File: config.mk
export PLATFORM = sky130hd
export DESIGN_NAME = seqdet_prog
export DESIGN_NICKNAME = d
export VERILOG_FILES = /design/src/rtl/seqdet_pkg.sv /design/src/rtl/sat_counter.sv /design/src/rtl/seqdet_prog.sv
export SDC_FILE = /design/constraint.sdc
export NUM_CORES = 1
export LEC_CHECK = 0
export BUFFER_PORTS_ARGS = -buffer_cell sky130_fd_sc_hd__buf_2
export CORE_UTILIZATION = 60
export CTS_CLUSTER_DIAMETER = 200
export DETAILED_ROUTE_END_ITERATION = 10
export PLACE_DENSITY = 0.88
export SLEW_MARGIN = 20
export SYNTH_ARGS = -nofsm -noshare
export SYNTH_HDL_FRONTEND = slang
export SYNTH_SLANG_ARGS = --single-unit
File: constraint.sdc
create_clock -name clk -period 5 [get_ports clk]
set_clock_uncertainty 0.1 [all_clocks]
set_input_delay 0.5 -clock clk [delete_from_list [all_inputs] [get_ports clk]]
set_output_delay 0.5 -clock clk [all_outputs]
set_load 0.005 [all_outputs]
File: src/rtl/seqdet_pkg.sv
// Shared types and reset defaults for the programmable sequence detector.
// Holds the FSM state enum, the default pattern, length and overlap, and the length-width helper.
package seqdet_pkg;

  typedef enum logic {
    RUN = 1'b0,
    HIT = 1'b1
  } state_e;

  localparam int PKG_DEF_PATTERN = 'b1010;
  localparam int PKG_DEF_LEN     = 4;
  localparam bit PKG_DEF_OVERLAP = 1'b0;

  function automatic int len_w(input int max_len);
    return $clog2(max_len + 1);
  endfunction

endpackage

File: src/rtl/sat_counter.sv
// Saturating up-counter with synchronous clear; clear beats increment.
// Ports: clk, rst_n, clr, inc in; cnt out (W bits, holds at all-ones).
module sat_counter #(
  parameter int W = 8
) (
  input  logic         clk,
  input  logic         rst_n,
  input  logic         clr,
  input  logic         inc,
  output logic [W-1:0] cnt
);

  logic [W-1:0] cnt_q;
  logic [W-1:0] cnt_d;

  always_comb begin
    cnt_d = cnt_q;
    unique case (1'b1)
      clr: cnt_d = '0;
      !clr && inc && (cnt_q != '1):
        cnt_d = cnt_q + W'(1);
      default: cnt_d = cnt_q;
    endcase
  end

  always_ff @(posedge clk or negedge rst_n) begin
    if (!rst_n) cnt_q <= '0;
    else        cnt_q <= cnt_d;
  end

  assign cnt = cnt_q;

endmodule

File: src/rtl/seqdet_prog.sv
// Programmable serial pattern detector with Moore match flag and match counter.
// Ports: clk, rst_n, x/in_valid data, cfg_* write port, cnt_clr; z, match_cnt, cfg_err out.
module seqdet_prog
  import seqdet_pkg::*;
#(
  parameter int MAX_LEN     = 8,
  parameter int CNT_W       = 8,
  parameter int DEF_PATTERN = PKG_DEF_PATTERN,
  parameter int DEF_LEN     = PKG_DEF_LEN,
  parameter bit DEF_OVERLAP = PKG_DEF_OVERLAP,
  localparam int LW         = len_w(MAX_LEN)
) (
  input  logic               clk,
  input  logic               rst_n,
  input  logic               x,
  input  logic               in_valid,
  input  logic               cfg_we,
  input  logic [MAX_LEN-1:0] cfg_pattern,
  input  logic [LW-1:0]      cfg_len,
  input  logic               cfg_overlap,
  input  logic               cnt_clr,
  output logic               z,
  output logic [CNT_W-1:0]   match_cnt,
  output logic               cfg_err
);

  localparam logic [LW-1:0]      LEN_MAX = LW'(MAX_LEN);
  localparam logic [LW-1:0]      LEN_MIN = LW'(2);
  localparam logic [MAX_LEN-1:0] RST_PAT = MAX_LEN'(DEF_PATTERN);
  localparam logic [LW-1:0]      RST_LEN = LW'(DEF_LEN);

  logic [MAX_LEN-1:0] pat_q, pat_d;
  logic [LW-1:0]      len_q, len_d;
  logic               ovl_q, ovl_d;
  logic [MAX_LEN-1:0] hist_q, hist_d;
  logic [LW-1:0]      fill_q, fill_d;
  logic               err_q, err_d;
  state_e             state_q, state_d;

  logic               cfg_ok;
  logic               accept;
  logic               match;
  logic [MAX_LEN-1:0] hist_sh;
  logic [MAX_LEN-1:0] mask;
  logic [LW:0]        fill_p1;

  assign cfg_ok  = (cfg_len >= LEN_MIN) && (cfg_len <= LEN_MAX);
  assign accept  = in_valid && !cfg_we;
  assign hist_sh = (hist_q << 1) | MAX_LEN'(x);
  assign fill_p1 = {1'b0, fill_q} + (LW+1)'(1);

  always_comb begin
    mask = '0;
    for (int i = 0; i < MAX_LEN; i++) begin
      mask[i] = (i < int'(len_q));
    end
  end

  // fill counts the current bit too, hence fill+1
  assign match = accept
              && (fill_p1 >= {1'b0, len_q})
              && (((hist_sh ^ pat_q) & mask) == '0);

  always_comb begin
    pat_d   = pat_q;
    len_d   = len_q;
    ovl_d   = ovl_q;
    hist_d  = hist_q;
    fill_d  = fill_q;
    err_d   = err_q;
    state_d = match ? HIT : RUN;
    unique case (1'b1)
      cfg_we && cfg_ok: begin
        pat_d  = cfg_pattern;
        len_d  = cfg_len;
        ovl_d  = cfg_overlap;
        hist_d = '0;
        fill_d = '0;
      end
      cfg_we && !cfg_ok: err_d = 1'b1;
      accept: begin
        hist_d = hist_sh;
        if (match && !ovl_q)
          fill_d = '0;
        else if (fill_q != LEN_MAX)
          fill_d = fill_p1[LW-1:0];
      end
      default: ;
    endcase
  end

  always_ff @(posedge clk or negedge rst_n) begin
    if (!rst_n) begin
      pat_q   <= RST_PAT;
      len_q   <= RST_LEN;
      ovl_q   <= DEF_OVERLAP;
      hist_q  <= '0;
      fill_q  <= '0;
      err_q   <= 1'b0;
      state_q <= RUN;
    end else begin
      pat_q   <= pat_d;
      len_q   <= len_d;
      ovl_q   <= ovl_d;
      hist_q  <= hist_d;
      fill_q  <= fill_d;
      err_q   <= err_d;
      state_q <= state_d;
    end
  end

  sat_counter #(
    .W (CNT_W)
  ) u_cnt (
    .clk   (clk),
    .rst_n (rst_n),
    .clr   (cnt_clr),
    .inc   (match),
    .cnt   (match_cnt)
  );

  assign z       = (state_q == HIT);
  assign cfg_err = err_q;

endmodule
==> results.ini <==
[layout]
final_cells = 247
n_antenna_cell = 0
num-fill-cells = 219
nets = 241
finalInstanceArea_sq_um = 2050
fin_util_pct = 72.5
final_layout_size_suffix_gt1_share_pct = 24.5
areaGrowthSynthToFinish_pct = 11.7

[clock_tree]
cts_root_buf = clkbuf_4
htree_num_levels = 2
cts.reportedPaths.clkPinSlew_ns = 0.11
cts_sinks = 34
cts_setup_buffers = 0
cts_buffers = 5
clockBufferDepth = 2
post_cts_resized = 0
cts_hold_buf = 0
cts_tree = yes
clock_latency_ns = 0.35

[yosys]
ys_seq_elements = 34
synth-adder-area-share_pct = 4.77
async_flop_share_pct = 100
synth_fp_nets = 213
synth_cells = 187
post-synth-top-count-cell = dfrtp_1
syn_area_per_cell_sq_um = 9.82
synth_top_area_share_pct = 42.2
synth.distinct_cells = 39
yosys.area_share.simple_pct = 17.9
yosys-top-cells-area = dfrtp_1 42%, mux2_2 7.4%, o21ai_0 6.0%
ys_seq_area_share_pct = 46.5
yosysTopAreaCell = dfrtp_1
synthMuxAreaShare_pct = 7.36
yosys-top-cells-count = 31 x dfrtp_1, 26 x nand2_1, 22 x o21ai_0, 12 x a21oi_1, 12 x mux2_2
syn_area_sq_um = 1840
yosys_warnings = 0
yosys.area_share.xor_xnor_pct = 4.77
synth_edf_count = 0
synth_ff_type = dfrtp_1
synth_top_family_by_area = simple AND/OR/NAND/NOR gates
synth_compound_area_share_pct = 15.7

[sta]
setup-violations-final = 0
tightest_slew_ns = 0.832
tns_ns = 0
slew_viol_final = 0
fin_ws_ns = 2.17
post-route-period-util_pct = 56.5
max_freq_mhz = 354
relSlewSlack_pct = 44.5
final_hold_viol_count = 0
layout_min_cycle_time_ns = 2.83
hold_slack_ns = 0.0951
rsz0062_at_grt = false

[pwr]
max-vdd-ir-drop_mv = 0.191
power_uw = 633
leakage_nw = 0.921
power_density_nw_per_um2 = 308

[routing]
wl_per_cell_microns = 14.7
antenna_left = 0
num_vias = 1502
drt-initial-drc-count = 79
wl_microns = 3640
drc_errors = 2
drtPass1Iterations = 7
via_per_inst = 6.08

[setup_path]
cp.arrival_ns = 3.00
critPathCaptureType = register
path_class = register to register
r2r_cells = 8
critPathRequiredTime_ns = 5.18
critPathMaxFanout = 23
cp-start-kind = register

[floorplan]
io_pins = 29
floorplan.initialDensity_pct = 64.9
rows = 19
die_x_microns = 57.3
die_h_microns = 57.3
coreArea_sq_um = 2830
die_area_sq_um = 3290

[job]
maxCapViolCount = 0

[placement]
place_inst = 239
pre_cts_ws_ns = 2.24
place_hpwl_microns = 2590
placedInstanceArea_sq_um = 1990
port-buffer-count = 28
gp_congestion = 0.877

[run_status]
violations = DRC
outcome = finished, violations left

[global_route]
grt_max_degree = 35
antenna_found_initial = 0
overflow = 0
grt_pass1_vias = 1451
grt_pass1_wl_microns = 6200
grt_use_total_pct = 25.0

[min_path]
min_path_type = input pin to asynchronous set/reset pin

-- routing by layer --
layer  GRT usage (%)  wire length (microns)  share of wire [%]  vias up
met2            41.7                   1860                 51       39
met5               0                      0                  0        -
met4            12.2                    105                2.9        0
li1                -                      -                  -      734
met3            8.84                    161                4.4       13
met1            28.8                   1510                 41      716
-- state kept, by name, summed over array words and instances (netlist names) --
signal and flops:
hist_q 7, pat_q 8, ovl_q 1, len_q 4
cfg_err 1, u_cnt.cnt 8, fill_q 4, z 1
-- path summary, 6_finish.rpt --
| kind | from | slack, ns | end |
|---|---|---|---|
| max | fill_q[0]$_DFFE_PN0P_ | 2.17 | u_cnt.cnt[5]$_DFFE_PN0P_ |
| min in group clk | cfg_pattern[2] | 0.28 | pat_q[2]$_DFFE_PN0P_ |
| min reg2reg | cfg_err$_DFFE_PN0P_ | 0.36 | cfg_err$_DFFE_PN0P_ |
| min | rst_n | 0.1 | u_cnt.cnt[4]$_DFFE_PN0P_ |
| max reg2reg | fill_q[0]$_DFFE_PN0P_ | 2.17 | u_cnt.cnt[5]$_DFFE_PN0P_ |
| max in group asynchronous | rst_n | 4.23 | u_cnt.cnt[0]$_DFFE_PN0P_ |
-- power by group --
| group | switching (mW) | internal [mW] |
|---|---|---|
| Combinational | 0.0666 | 0.0636 |
| Clock | 0.0947 | 0.0681 |
| Sequential | 0.0341 | 0.306 |
-- critical path, stage by stage, from the launching register on --
cell,delay [ns]
dfrtp_1,0.46
ha_1,0.27
xor2_1,0.17
ha_1,0.28
nand2_1,0.05
o211ai_1,0.20
nand4_2,0.43
or4_1,0.64
a21oi_1,0.15
-- placed cells by master (no fill, tap or decap), types with 2 or more instances in the layout --
cell type,n
a21oi_1,12
and3_1,4
buf_2,28
clkbuf_4,5
dfrtp_1,31
dfstp_2,3
ha_1,7
inv_1,6
mux2_2,12
nand2_1,26
nand2b_1,3
nand3_1,7
nand4_1,2
nor2b_1,2
o2111ai_1,3
o211ai_1,3
o21ai_0,22
o31ai_1,3
or3_1,5
or4_1,2
xnor2_1,8
xor2_1,2
-- cells by family (layout without fill, tap and decap cells) --
| kind of cell | count (synthesis) | in the layout |
|---|---|---|
| AO/OA/AOI/OAI | 49 | 49 |
| adder cells (fa/ha/maj) | 7 | 7 |
| flip-flops | 34 | 34 |
| multiplexers | 12 | 12 |
| AND/OR/NAND/NOR | 61 | 61 |
| buffers and inverters | 14 | 43 |
| XOR/XNOR | 10 | 10 |
-- layout make-up --
type / instances / area (sq um) / area share (%)
multi-input combinational: 139 / 928 / 45.2
clock inverter: 1 / 5.00 / 0.244
sequential: 34 / 855 / 41.6
tap: 31 / 38.8 / 1.89
clock buffer: 7 / 55.1 / 2.68
timing repair buffer: 29 / 148 / 7.20
inverter: 6 / 22.5 / 1.10
No activity file was read; power rests on OpenSTA's default activity.
